### src/rtl/ssd_scan_ctrl_pkg.sv
// Shared constants and types for the seven-segment scan controller and decoder.
// Latency: n/a (declarations only).
// Backpressure: n/a.
// Patterns are active-low. Bit order is {a,b,c,d,e,f,g,dp}, with bit 7 = a.
package ssd_pkg;

    localparam logic [7:0] SS_0     = 8'h03;
    localparam logic [7:0] SS_1     = 8'h9F;
    localparam logic [7:0] SS_2     = 8'h25;
    localparam logic [7:0] SS_3     = 8'h0D;
    localparam logic [7:0] SS_4     = 8'h99;
    localparam logic [7:0] SS_5     = 8'h49;
    localparam logic [7:0] SS_6     = 8'h41;
    localparam logic [7:0] SS_7     = 8'h1B;
    localparam logic [7:0] SS_8     = 8'h01;
    localparam logic [7:0] SS_9     = 8'h09;
    localparam logic [7:0] SS_A     = 8'h11;
    localparam logic [7:0] SS_B     = 8'hC1;
    localparam logic [7:0] SS_C     = 8'h63;
    localparam logic [7:0] SS_D     = 8'h85;
    localparam logic [7:0] SS_E     = 8'h61;
    localparam logic [7:0] SS_F     = 8'h71;
    localparam logic [7:0] SS_BLANK = 8'hFF;

    // Index of the digit currently being scanned (0 = rightmost digit).
    typedef logic [1:0] digit_idx_t;

    // Return the nibble of a 16-bit display word that belongs to digit 'idx'.
    function automatic logic [3:0] digit_nibble(input logic [15:0] val, input digit_idx_t idx);
        logic [3:0] nib;
        nib = val[3:0];
        case (idx)
            2'd0: nib = val[3:0];
            2'd1: nib = val[7:4];
            2'd2: nib = val[11:8];
            2'd3: nib = val[15:12];
            default: nib = val[3:0];
        endcase
        return nib;
    endfunction

endpackage

### src/rtl/ssd_scan_ctrl_if.sv
// Bundles the datapath-facing load port and the display pins of the scan controller.
// Latency: n/a (wiring only).
// Backpressure: none. A load is always accepted. busy only reports that a value is still pending.
// Modports:
//   master : the datapath side. It drives load/din and observes busy, frame_done and the pins.
//   slave  : the controller side.
interface ssd_scan_ctrl_if;
    logic        load;
    logic [15:0] din;
    logic        busy;
    logic        frame_done;
    logic [7:0]  D;
    logic [3:0]  ssd_active;

    modport master (
        output load, din,
        input  busy, frame_done, D, ssd_active
    );

    modport slave (
        input  load, din,
        output busy, frame_done, D, ssd_active
    );
endinterface

### src/rtl/ssd_decoder.sv
// Converts a hex nibble to an active-low seven-segment pattern.
// Latency: combinational, zero cycles.
// Backpressure: none.
// Ports: nibble (4-bit input value), seg (8-bit pattern {a,b,c,d,e,f,g,dp}, active-low).
module ssd_decoder
    import ssd_pkg::*;
(
    input  logic [3:0] nibble,
    output logic [7:0] seg
);

    always_comb begin
        seg = SS_BLANK;
        case (nibble)
            4'h0: seg = SS_0;
            4'h1: seg = SS_1;
            4'h2: seg = SS_2;
            4'h3: seg = SS_3;
            4'h4: seg = SS_4;
            4'h5: seg = SS_5;
            4'h6: seg = SS_6;
            4'h7: seg = SS_7;
            4'h8: seg = SS_8;
            4'h9: seg = SS_9;
            4'hA: seg = SS_A;
            4'hB: seg = SS_B;
            4'hC: seg = SS_C;
            4'hD: seg = SS_D;
            4'hE: seg = SS_E;
            4'hF: seg = SS_F;
            default: seg = SS_BLANK;
        endcase
    end

endmodule

### src/rtl/ssd_scan_ctrl.sv
// Scans a 4-digit active-low seven-segment display and changes the shown value only at frame boundaries.
// Latency: D/ssd_active follow idx/disp one cycle later. A load is shown from the next frame (or this frame if loaded on the wrap cycle).
// Backpressure: none. Every load is accepted, and a newer pending load replaces an older one. busy marks a pending value.
// Ports: clk, rst (synchronous, active-high), bus (ssd_scan_ctrl_if.slave: load/din in; busy/frame_done/D/ssd_active out).
// Parameter: REFRESH_DIV = number of clk cycles each digit stays lit (at least 2).
// Optional: define SSD_LZB_EN to enable leading-zero blanking of digits 3..1.
module ssd_scan_ctrl
    import ssd_pkg::*;
#(
    parameter int REFRESH_DIV = 100000
) (
    input  logic             clk,
    input  logic             rst,
    ssd_scan_ctrl_if.slave   bus
);

    localparam int              CW      = (REFRESH_DIV > 2) ? $clog2(REFRESH_DIV) : 1;
    localparam logic [CW-1:0]   CNT_MAX = CW'(REFRESH_DIV - 1);

    logic [CW-1:0] cnt;
    digit_idx_t    idx;
    logic [15:0]   disp;
    logic [15:0]   pending;
    logic          pend_v;
    logic          frame_done_q;
    logic [7:0]    d_q;
    logic [3:0]    act_q;

    logic          tick;
    logic          apply;
    logic [3:0]    cur_nibble;
    logic [7:0]    dec_seg;
    logic [7:0]    seg_next;

    assign tick  = (cnt == CNT_MAX);
    // The wrap from digit 3 to digit 0 is the only point where disp may change.
    assign apply = tick && (idx == 2'd3);

    assign cur_nibble = digit_nibble(disp, idx);

    ssd_decoder u_dec (
        .nibble (cur_nibble),
        .seg    (dec_seg)
    );

`ifdef SSD_LZB_EN
    // Digit k (k >= 1) goes dark when it and every digit to its left are zero.
    // Digit 0 always shows, so a zero value still displays a single "0".
    logic lead_zero;
    always_comb begin
        lead_zero = 1'b0;
        case (idx)
            2'd1: lead_zero = (disp[15:4]  == 12'h000);
            2'd2: lead_zero = (disp[15:8]  == 8'h00);
            2'd3: lead_zero = (disp[15:12] == 4'h0);
            default: lead_zero = 1'b0;
        endcase
    end
    assign seg_next = lead_zero ? SS_BLANK : dec_seg;
`else
    assign seg_next = dec_seg;
`endif

    always_ff @(posedge clk) begin
        if (rst) begin
            cnt          <= '0;
            idx          <= 2'd0;
            disp         <= 16'h0000;
            pending      <= 16'h0000;
            pend_v       <= 1'b0;
            frame_done_q <= 1'b0;
            d_q          <= SS_BLANK;
            act_q        <= 4'hF;
        end else begin
            cnt <= tick ? '0 : cnt + CW'(1);
            if (tick) begin
                idx <= idx + 2'd1;
            end

            // Pins follow the current scan position one cycle later.
            act_q <= ~(4'b0001 << idx);
            d_q   <= seg_next;

            frame_done_q <= apply;

            if (apply) begin
                // A load on the wrap cycle goes straight to the display. It takes
                // precedence over any older pending value, which is discarded.
                if (bus.load) begin
                    disp <= bus.din;
                end else if (pend_v) begin
                    disp <= pending;
                end
                pend_v <= 1'b0;
            end else if (bus.load) begin
                pending <= bus.din;
                pend_v  <= 1'b1;
            end
        end
    end

    assign bus.busy       = pend_v;
    assign bus.frame_done = frame_done_q;
    assign bus.D          = d_q;
    assign bus.ssd_active = act_q;

endmodule

### src/flat_wrapper.sv
// flat-port wrapper written by rule: the top's interface ports become plain ports
module ssd_scan_ctrl_flat import ssd_pkg::*;
#(
    parameter int REFRESH_DIV = 100000
)
  (clk, rst, bus_load, bus_din, bus_busy, bus_frame_done, bus_D, bus_ssd_active);
  ssd_scan_ctrl_if bus_i ();
  input  logic clk;
  input  logic rst;
  input wire logic [$bits(bus_i.load)-1:0] bus_load;
  input wire logic [$bits(bus_i.din)-1:0] bus_din;
  output wire logic [$bits(bus_i.busy)-1:0] bus_busy;
  output wire logic [$bits(bus_i.frame_done)-1:0] bus_frame_done;
  output wire logic [$bits(bus_i.D)-1:0] bus_D;
  output wire logic [$bits(bus_i.ssd_active)-1:0] bus_ssd_active;
  assign bus_i.load = bus_load;
  assign bus_i.din = bus_din;
  assign bus_busy = bus_i.busy;
  assign bus_frame_done = bus_i.frame_done;
  assign bus_D = bus_i.D;
  assign bus_ssd_active = bus_i.ssd_active;
  ssd_scan_ctrl #(.REFRESH_DIV(REFRESH_DIV)) u_core (.clk(clk), .rst(rst), .bus(bus_i));
endmodule
### config.mk
export PLATFORM = sky130hd
export DESIGN_NAME = ssd_scan_ctrl_flat
export DESIGN_NICKNAME = d
export VERILOG_FILES = /design/src/rtl/ssd_scan_ctrl_pkg.sv /design/src/rtl/ssd_scan_ctrl_if.sv /design/src/rtl/ssd_decoder.sv /design/src/rtl/ssd_scan_ctrl.sv /design/src/flat_wrapper.sv
export SDC_FILE = /design/constraint.sdc
export NUM_CORES = 1
export LEC_CHECK = 0
export BUFFER_PORTS_ARGS = -buffer_cell sky130_fd_sc_hd__buf_2
export CAP_MARGIN = 20
export CORE_AREA = 2 2 89 91
export DETAILED_ROUTE_END_ITERATION = 8
export DIE_AREA = 0 0 91 93
export GPL_TIMING_DRIVEN = 1
export HOLD_SLACK_MARGIN = 0.12
export SYNTH_ARGS = -nofsm -noshare
export SYNTH_HDL_FRONTEND = slang
export SYNTH_SLANG_ARGS = --single-unit
### constraint.sdc
create_clock -name clk -period 2.7 [get_ports clk]
set_input_delay 0.54 -clock clk [delete_from_list [all_inputs] [get_ports clk]]
set_output_delay 0.54 -clock clk [all_outputs]
set_load 0.03 [all_outputs]
**Yosys cells after proc, flatten, opt, wreduce, memory -nomap -nowiden**

Memories as Yosys holds them, arrays and structs flattened. A register that Yosys moved wholly into a read port is not among the register bits.
Cells that the tools add are included.
Widths: inputs -> output; s select.

- Bitwise operators: 2
- Shifts and indexed selects: 1
- Muxes and demuxes: 3
- Magnitude comparators: 0
- Add/sub/neg operators: 2
- Equal/unequal tests: 4
- Divide/modulo/power cells: 0
- Reduce and logical (&&, ||, !) cells: 7
- Multiply operators: 0

Operators by type and width:

| kind | number |
|---|---|
| $mux 16 | 2 |
| $add 17x1->17 const B | 1 |
| $eq 17x17->1 const B | 1 |
| $pmux 4 s4 | 1 |
| $eq 2x2->1 const B | 2 |
| $not 4->4 | 1 |
| $reduce_and 2->1 | 2 |
| $reduce_or 2->1 | 2 |
| $shl 1x2->4 const A | 1 |
| $add 2x1->2 const B | 1 |
| $eq 2x1->1 const B | 1 |
| $logic_not 2->1 | 1 |
| $reduce_bool 2->1 | 1 |
| $logic_and 1x1->1 | 1 |
| $not 1->1 | 1 |

- Output and inout bits: 14
- Bits in registers: 65
- Memories kept: 1
- Logic and storage cells: 28
- Bits in writable memories: 0
- Bits in latches: 0
- Bits of input ports: 19
- ROM bits: 112

Memories:

| memory | words | bits a word | rd ports | clocked after memory_dff | write ports | line | text |
|---|---|---|---|---|---|---|---|
| (no name shown) | 16 | 7 | 1 | 1 | 0 | ssd_decoder.sv:14 | `case (nibble)` |

**Logic depth before layout (Yosys ltp)**

Gate-level depths: netlist (run 1).

- Depth after elaboration: 4
- Mapped depth: 10
- Depth with buffers taken out: 9

**By module**

A second synthesis (run 1) with hierarchy kept.

- Cell total of the unflattened synthesis: 346
- Area total of the unflattened synthesis: 3360.7 um2

By module, submodules not included:

| module | times used | area an instance (um2) | seq. area each (um2) | cells an instance |
|---|---|---|---|---|
| ssd_scan_ctrl | 1 | 3078.0 | 1301.2 | 311 |
| ssd_decoder | 1 | 282.8 | 0.0 | 35 |

**Least setup slack after synthesis (run 1)**

OpenSTA, ideal clock, no wires.

- Kind: register -> register
- Start point: register u_core.cnt[0]
- End point: register u_core.disp[10]
- Arrival: 2027 ps
- Path buffers: 2
- Stages on the path, launching flop included: 8
- Required time: 2567 ps
- Library setup time: 133 ps
- Slack: 539 ps
- Clock period less this slack: 2161 ps
- Path through: dfxtp_1 -> ha_1 -> nand4_1 -> nor3_1 -> and3_1 -> clkbuf_2 -> buf_2 -> a311oi_1

- Cells in the longest elaborated chain, start to end: 3

Ends and longest elaborated chain:

| what | line | text |
|---|---|---|
| start: declaration | ssd_scan_ctrl.sv:20 | `logic [CW-1:0] cnt;` |
| start signal: assignment | ssd_scan_ctrl.sv:75 | `cnt <= tick ? '0 : cnt + CW'(1);` |
| $eq 17x17->1 | ssd_scan_ctrl.sv:35 | `assign tick = (cnt == CNT_MAX);` |
| $logic_and 1x1->1 | ssd_scan_ctrl.sv:37 | `assign apply = tick && (idx == 2'd3);` |
| $reduce_and 2->1 (no line) | - |  |
| end signal: assignment | ssd_scan_ctrl.sv:90 | `disp <= bus.din;` |
| end signal: assignment | ssd_scan_ctrl.sv:92 | `disp <= pending;` |
| end: declaration | ssd_scan_ctrl.sv:22 | `logic [15:0] disp;` |

No other way between the ends.
A chain may end at the register's enable or synchronous reset.

**Final worst setup path (run 1)**

- Start point: register u_core.cnt[0]
- End point: register u_core.pending[3]

- Cells in the longest elaborated chain, start to end: 4

Ends and longest elaborated chain:

| what | line | text |
|---|---|---|
| $eq 17x17->1 | ssd_scan_ctrl.sv:35 |  |
| $logic_and 1x1->1 | ssd_scan_ctrl.sv:37 |  |
| $not 1->1 (no line) | - |  |
| $reduce_and 2->1 (no line) | - |  |
| end signal: assignment | ssd_scan_ctrl.sv:96 | `pending <= bus.din;` |
| end: declaration | ssd_scan_ctrl.sv:23 | `logic [15:0] pending;` |

No other way between the ends.

==> results of run 1 <==
==> power groups by stage <==
stage	clock (mW)	combinational (mW)	sequential (mW)
floorplan	0	0.0840	1.03
global placement	0	0.139	1.02
detailed placement	0	0.141	1.02
CTS	0.949	0.141	0.995
global route	0.983	0.157	1.00
finish	0.924	0.141	0.995
==> layout make-up <==
type / count / share of cell area, %
inverter: 15 / 1.50
tap: 102 / 3.40
clock inverter: 5 / 2.13
timing repair buffer: 44 / 7.07
multi-input combinational: 274 / 48.0
sequential: 64 / 34.1
clock buffer: 11 / 3.77
==> worst max-delay path, cell delays in order, from the launching register on <==
cell and delay (ns):
sky130_fd_sc_hd__dfxtp_1 0.40, sky130_fd_sc_hd__ha_1 0.24, sky130_fd_sc_hd__nand4_1 0.22, sky130_fd_sc_hd__or3_1 0.74, sky130_fd_sc_hd__nor2_1 0.27, sky130_fd_sc_hd__buf_4 0.25
sky130_fd_sc_hd__o311ai_0 0.15
==> synthesized netlist by cell type (all sizes together), types with 2 or more instances <==
| library cell | instances |
|---|---|
| a221o | 2 |
| nor4 | 2 |
| clkbuf | 25 |
| a21oi | 8 |
| mux2i | 7 |
| dfxtp | 64 |
| or3 | 3 |
| a31oi | 33 |
| o21ai | 6 |
| nand3 | 11 |
| mux2 | 2 |
| nand2b | 17 |
| a22oi | 4 |
| ha | 12 |
| xor2 | 6 |
| nand4 | 5 |
| xnor2 | 6 |
| inv | 14 |
| nor3 | 5 |
| and3 | 3 |
| nand2 | 40 |
| buf | 6 |
| a311oi | 17 |
| or4 | 20 |
| a222oi | 3 |
| o31ai | 3 |
| nor2 | 34 |
| or2 | 2 |
| o311ai | 18 |
==> worst paths after layout <==
kind | to | slack [ns] | cells after the start
worst min-delay path | u_core.pending[8]$_SDFFE_PP0P_ | 0.44 | 3
worst max register to register | u_core.pending[3]$_SDFFE_PP0P_ | 0.27 | 6
worst min register to register | u_core.cnt[16]$_SDFF_PP0_ | 0.49 | 2
worst max-delay path | u_core.pending[3]$_SDFFE_PP0P_ | 0.27 | 6
==> state kept, by name (all words and copies together), names as in the netlist <==
register               flops
u_core.bus.busy            1
u_core.bus.D               7
u_core.pending            16
u_core.disp               16
u_core.cnt                17
u_core.idx                 2
u_core.bus.ssd_active      4
u_core.bus.frame_done      1
==> placed cells by master (no fill, tap or decap), types with 7 or more instances in the layout <==
cell type	n
sky130_fd_sc_hd__a21oi_1	8
sky130_fd_sc_hd__a31oi_1	33
sky130_fd_sc_hd__dfxtp_1	64
sky130_fd_sc_hd__a311oi_1	17
sky130_fd_sc_hd__nand3_1	11
sky130_fd_sc_hd__mux2i_1	7
sky130_fd_sc_hd__buf_4	12
sky130_fd_sc_hd__nand2b_1	17
sky130_fd_sc_hd__inv_1	14
sky130_fd_sc_hd__buf_2	31
sky130_fd_sc_hd__or4_1	19
sky130_fd_sc_hd__ha_1	12
sky130_fd_sc_hd__o311ai_0	17
sky130_fd_sc_hd__nor2_1	34
sky130_fd_sc_hd__clkbuf_8	10
sky130_fd_sc_hd__nand2_1	40
==> through the flow <==
| step | util, % | cell area, um^2 |
|---|---|---|
| finish | 49.9 | 3750 |
| global route | 49.9 | 3750 |
| CTS | 49.9 | 3750 |
| detailed placement | 46.9 | 3530 |
| global placement | 46.9 | 3530 |
| floorplan | - | 3270 |
==> kinds of logic (layout without fill, tap and decap cells) <==
kind of cell | after synthesis | count (layout) | synth area share [%]
muxes | 9 | 9 | 2.84
buffers and inverters | 46 | 75 | 5.75
and+or+nand+nor | 145 | 145 | 22.9
adders and majority gates | 12 | 12 | 4.60
AOI/OAI and AO/OA | 95 | 95 | 21.3
other | 1 | 1 | 0.115
xor gates and xnor gates | 12 | 12 | 3.22
DFF | 64 | 64 | 39.2
==> routing by layer <==
metal	vias to the layer above	wire (um)	GRT usage, %
li1	1486	-	-
met1	1390	3770	25.0
met2	76	3860	32.3
met3	15	427	4.83
met4	0	146	8.96
met5	-	0	0
==> impl_table.tex, run 1 <==
\begin{tabular}{lr}
\hline
Metric & Value \\
\hline
\multicolumn{2}{l}{\textbf{Detailed routing}} \\
Remaining antenna violation count after routing & 0 \\
Wire length per cell & 15.9 um \\
Remaining routing DRC violations & 0 \\
Starting DRT DRC Count & 196 \\
Total number of vias & 2,967 \\
Vias per inst & 5.76 \\
DRT Wirelength & 8200 um \\
TritonRoute pass-1 iters & 4 \\
\multicolumn{2}{l}{\textbf{Setup path}} \\
RR Startpoint & u\_core.cnt[0]\$\_SDFF\_PP0\_ \\
WP data required & 2.90 ns \\
Critical path class & flop to flop \\
Type of element launching the critical path & flop \\
CP max FO & 21 \\
Nature of the critical path endpoint & flop \\
CP Launch Point & u\_core.cnt[0]\$\_SDFF\_PP0\_ \\
CP Data Arrival Time & 2.63 ns \\
\multicolumn{2}{l}{\textbf{Timing}} \\
Tmin final & 2.43 ns \\
Number of setup violations in the final report & 0 \\
Number of failing hold endpoints at the final stage & 0 \\
Tightest hold margin & 0.445 ns \\
Final Slew Violations & 0 \\
Slew @ Worst Pin & 0.753 ns \\
Post-route setup TNS & 0 ns \\
Worst path setup slack after routing & 0.274 ns \\
Setup repair after global routing missed its margin & no \\
Upper clock frequency limit & 0.412 GHz \\
Worst-case clock skew & 0.00880 ns \\
Worst slew margin & 49.8\% \\
Part of the cycle the worst path needs & 89.9\% \\
\multicolumn{2}{l}{\textbf{Placed design}} \\
Total half-perimeter wirelength after legalization and detailed placement & 5350 um \\
Pre-CTS worst setup slack & 0.303 ns \\
Number of cells after detailed placement & 499 \\
Count of buffers inserted at the top-level ports & 31 \\
Final GP Congestion & 0.812 \\
\multicolumn{2}{l}{\textbf{Yosys}} \\
Register area share after synthesis & 39.2\% \\
Proportion of register bits with asynchronous set or reset after synthesis & 0\% \\
Syn. warnings & 0 \\
Synthesized net count & 415 \\
Number of enable flip-flop cells after synthesis & 0 \\
Synth unique cells & 42 \\
Prevailing post-synth register cell & sky130\_fd\_sc\_hd\_\_dfxtp\_1 \\
Leading post-synthesis cells by cell area & sky130\_fd\_sc\_hd\_\_dfxtp\_1, sky130\_fd\_sc\_hd\_\_a31oi\_1, sky130\_fd\_sc\_hd\_\_ha\_1 \\
Cell type with the highest aggregate area in the netlist & sky130\_fd\_sc\_hd\_\_dfxtp\_1 \\
Number of cells produced by synthesis & 384 \\
Yosys reg bits & 64 \\
Avg Synthesized Cell Area & 8.50 um\^{}2 \\
Cell area after synthesis & 3270 um\^{}2 \\
Area share of the leading cell type in the synthesized netlist & 39.2\% \\
\multicolumn{2}{l}{\textbf{CTS}} \\
Number of gates resized after cts & 0 \\
Post-CTS Hold Buffers & 0 \\
Clock Path Buffers & 2 \\
Clock Sink Count & 64 \\
CTS tree & done \\
Depth of the CTS H-tree & 3 \\
Number of buffers inserted during clock tree synthesis & 9 \\
Cell at the root of the clock tree & sky130\_fd\_sc\_hd\_\_clkbuf\_8 \\
Clock-pin slew on the worst setup and hold paths & 0.08 ns \\
Post-CTS repair timing setup buffer count & 0 \\
Clock latency of the later-clocked register in the worst-skew pair & 0.34 ns \\
\multicolumn{2}{l}{\textbf{Hold path}} \\
Start point of the worst min-delay path & bus\_din[8] \\
Worst hold-check path type & input pin to flop \\
\multicolumn{2}{l}{\textbf{Pwr}} \\
Peak supply drop & 0.229 mV \\
Total power & 2.06 mW \\
Switching power share of the total & 23.7\% \\
Combinational fraction of design power & 6.9\% \\
Reported leakage power & 1.29 nW \\
Sw Pwr & 0.489 mW \\
Internal power & 1.57 mW \\
Pwr per Cell Area & 549 nW/um\^{}2 \\
Share of power burned in registers & 48.3\% \\
Relative contribution of the clock network to total power & 44.8\% \\
\multicolumn{2}{l}{\textbf{GRT}} \\
Total overflow reported by the global router & 0 \\
Via count of the first global-routing pass & 2,812 \\
Combined global-route utilization of all metal layers & 19.9\% \\
First-pass GRT wire length & 13,400 um \\
Antenna violations before repair & 0 \\
Pin count of the biggest net entering global routing & 50 \\
\multicolumn{2}{l}{\textbf{Final layout}} \\
Diode insertion count for antenna repair & 0 \\
FF/Latch Area & 1280 um\^{}2 \\
Number of standard cells in the layout, taps in and fillers out & 515 \\
Number of filler instances in the final layout & 743 \\
Footprint of the multi-input gates & 1800 um\^{}2 \\
Fraction of layout cells with a size suffix above 1 & 16.5\% \\
Number of nets in the layout & 439 \\
Area growth syn-to-layout & 14.9\% \\
\multicolumn{2}{l}{\textbf{Floorplan}} \\
Initial Utilization & 43.4\% \\
Number of core rows & 32 \\
Floorplan die area & 8460 um\^{}2 \\
Die Ht & 93 um \\
Core Area & 7530 um\^{}2 \\
Die Wd & 91 um \\
Io pins & 33 \\
\multicolumn{2}{l}{\textbf{Run}} \\
Count of max-cap constraint violations & 0 \\
\multicolumn{2}{l}{\textbf{Status}} \\
Result of the run & finished, final reports clean \\
\hline
\end{tabular}
Note: power is estimated with default switching activity, not from simulation.
==> run 2: changes to the inputs <==
Settings changed: PLACE_DENSITY_LB_ADDON from default to 0.05.
==> impl_table.tex, run 2 (synthesis results as in run 1) <==
\begin{tabular}{lr}
\hline
Metric & Value \\
\hline
\multicolumn{2}{l}{\textbf{Status}} \\
Result of the run & finished, final reports clean \\
\multicolumn{2}{l}{\textbf{Timing}} \\
Setup repair after global routing missed its margin & no \\
Upper clock frequency limit & 0.419 GHz \\
Number of setup violations in the final report & 0 \\
Number of failing hold endpoints at the final stage & 0 \\
Worst slew margin & 50.2\% \\
Part of the cycle the worst path needs & 88.5\% \\
Post-route setup TNS & 0 ns \\
Tmin final & 2.39 ns \\
Slew @ Worst Pin & 0.746 ns \\
Final Slew Violations & 0 \\
Worst-case clock skew & 0.00517 ns \\
\multicolumn{2}{l}{\textbf{Run}} \\
Count of max-cap constraint violations & 0 \\
\multicolumn{2}{l}{\textbf{Final layout}} \\
Flip-flop count of the largest register, all copies and words added & 17 \\
Largest registers in the final layout & u\_core.cnt: 17 flops, u\_core.disp: 16 flops, u\_core.pending: 16 flops \\
Diode insertion count for antenna repair & 0 \\
Highest-count cells in the layout ignoring fill and taps & sky130\_fd\_sc\_hd\_\_dfxtp\_1, sky130\_fd\_sc\_hd\_\_nand2\_1, sky130\_fd\_sc\_hd\_\_nor2\_1 \\
Area of all placed cells without fillers & 3770 um\^{}2 \\
Most common cell after layout, fill and taps aside & sky130\_fd\_sc\_hd\_\_dfxtp\_1 \\
Largest register by flop count & u\_core.cnt \\
Area growth syn-to-layout & 15.6\% \\
Fraction of layout cells with a size suffix above 1 & 16.8\% \\
Number of nets in the layout & 442 \\
\multicolumn{2}{l}{\textbf{GRT}} \\
Antenna violations before repair & 0 \\
Global routing's busiest layer & met2 \\
Total overflow reported by the global router & 0 \\
Pin count of the biggest net entering global routing & 50 \\
Met2 Usage GRT & 32.8\% \\
Combined global-route utilization of all metal layers & 19.5\% \\
First-pass GRT wire length & 13,200 um \\
Met3 usage in global routing & 5.40\% \\
Via count of the first global-routing pass & 2,718 \\
GR Layer Usage met1 & 25.2\% \\
\multicolumn{2}{l}{\textbf{Floorplan}} \\
Core Area & 7530 um\^{}2 \\
Io pins & 33 \\
Die Wd & 91 um \\
Die Ht & 93 um \\
Floorplan die area & 8460 um\^{}2 \\
Initial Utilization & 43.4\% \\
Number of core rows & 32 \\
\multicolumn{2}{l}{\textbf{Pwr}} \\
Reported leakage power & 1.31 nW \\
Switching power share of the total & 21.5\% \\
Peak supply drop & 0.304 mV \\
Pwr per Cell Area & 549 nW/um\^{}2 \\
Relative contribution of the clock network to total power & 45.1\% \\
Sw Pwr & 0.445 mW \\
Combinational fraction of design power & 6.9\% \\
Internal power & 1.63 mW \\
Share of power burned in registers & 48.0\% \\
\multicolumn{2}{l}{\textbf{Hold path}} \\
Start point of the worst min-delay path & bus\_din[3] \\
Hold Path Cell Cnt & 3 \\
Worst hold-check path type & input pin to flop \\
Worst Hold End & u\_core.pending[3]\$\_SDFFE\_PP0P\_ \\
\multicolumn{2}{l}{\textbf{Detailed routing}} \\
Total number of vias & 2,861 \\
Vias per inst & 5.52 \\
Wire length per cell & 15.1 um \\
Remaining routing DRC violations & 0 \\
Starting DRT DRC Count & 180 \\
TritonRoute pass-1 iters & 4 \\
Remaining antenna violation count after routing & 0 \\
DRT Wirelength & 7820 um \\
\multicolumn{2}{l}{\textbf{Setup path}} \\
RR Startpoint & u\_core.cnt[0]\$\_SDFF\_PP0\_ \\
Flop-to-flop setup slack & 0.31 ns \\
Critical path class & flop to flop \\
CP max FO & 21 \\
WP data required & 2.92 ns \\
Logic depth of the worst register-to-register path & 5 \\
Type of element launching the critical path & flop \\
CP Data Arrival Time & 2.61 ns \\
Worst R2R End & u\_core.pending[14]\$\_SDFFE\_PP0P\_ \\
Nature of the critical path endpoint & flop \\
CP Launch Point & u\_core.cnt[0]\$\_SDFF\_PP0\_ \\
\multicolumn{2}{l}{\textbf{CTS}} \\
Clock-pin slew on the worst setup and hold paths & 0.07 ns \\
Depth of the CTS H-tree & 3 \\
Number of gates resized after cts & 0 \\
Clock Sink Count & 64 \\
Number of buffers inserted during clock tree synthesis & 9 \\
Post-CTS Hold Buffers & 0 \\
Post-CTS repair timing setup buffer count & 0 \\
Clock latency of the later-clocked register in the worst-skew pair & 0.33 ns \\
CTS tree & done \\
Clock Path Buffers & 2 \\
Cell at the root of the clock tree & sky130\_fd\_sc\_hd\_\_clkbuf\_8 \\
\multicolumn{2}{l}{\textbf{Placed design}} \\
Total half-perimeter wirelength after legalization and detailed placement & 5430 um \\
Final GP Congestion & 0.811 \\
Count of buffers inserted at the top-level ports & 31 \\
Cell area after placement & 3540 um\^{}2 \\
\hline
\end{tabular}
==> run 2: layout make-up <==
class	count	area (um^2)
multi-input combinational	274	1800
sequential	64	1280
clock buffer	14	173
inverter	15	56.3
clock inverter	2	60.1
tap	102	128
timing repair buffer	47	275
fill	772	3750
==> run 2: metal layers <==
metal / vias to the layer above / share of wire (%) / wire [um]
met5: - / 0 / 0
met4: 0 / 0.88 / 69
met3: 6 / 3.0 / 235
met2: 45 / 48 / 3740
met1: 1316 / 48 / 3780
li1: 1494 / - / -
==> run 2: worst max-delay path by stage <==
stage | endpoint | slack (ns) | depth (start not counted)
after detailed placement | u_core.pending[11]$_SDFFE_PP0P_ | 0.31 | 5
after global routing | u_core.pending[0]$_SDFFE_PP0P_ | 0.1 | 5
after CTS | u_core.pending[14]$_SDFFE_PP0P_ | 0.29 | 5
final | u_core.pending[14]$_SDFFE_PP0P_ | 0.31 | 5
after floorplan | u_core.disp[10]$_SDFFE_PP0P_ | 0.54 | 7
after global placement | u_core.pending[4]$_SDFFE_PP0P_ | 0.38 | 5
==> run 2: critical path, cell delays in order (launching register included) <==
cell	delay [ns]
sky130_fd_sc_hd__dfxtp_1	0.39
sky130_fd_sc_hd__ha_1	0.24
sky130_fd_sc_hd__nand4_1	0.22
sky130_fd_sc_hd__or3_1	0.73
sky130_fd_sc_hd__or4_1	0.58
sky130_fd_sc_hd__o311ai_0	0.12
==> run 2: through the flow <==
| stage | utilization (%) | std cells | power (mW) | hold slack, ns | setup slack [ns] |
|---|---|---|---|---|---|
| final | 50.1 | 518 | 2.07 | 0.467 | 0.311 |
| after global routing | 50.1 | 518 | 2.17 | 0.452 | 0.0975 |
| after CTS | 50.1 | 518 | 2.10 | 0.453 | 0.290 |
| after detailed placement | 47.1 | 502 | 1.16 | 0.471 | 0.306 |
| after global placement | 47.1 | 502 | 1.16 | 0.457 | 0.381 |
| after floorplan | - | 384 | 1.11 | 0.441 | 0.539 |
==> run 2: power groups by stage <==
stage                     Sequential (mW)  Combinational, mW  Clock [mW]
after floorplan                      1.03             0.0840           0
after global placement               1.02              0.141           0
after detailed placement             1.02              0.143           0
after CTS                           0.995              0.143       0.960
after global routing                0.999              0.160        1.01
final                               0.995              0.142       0.934
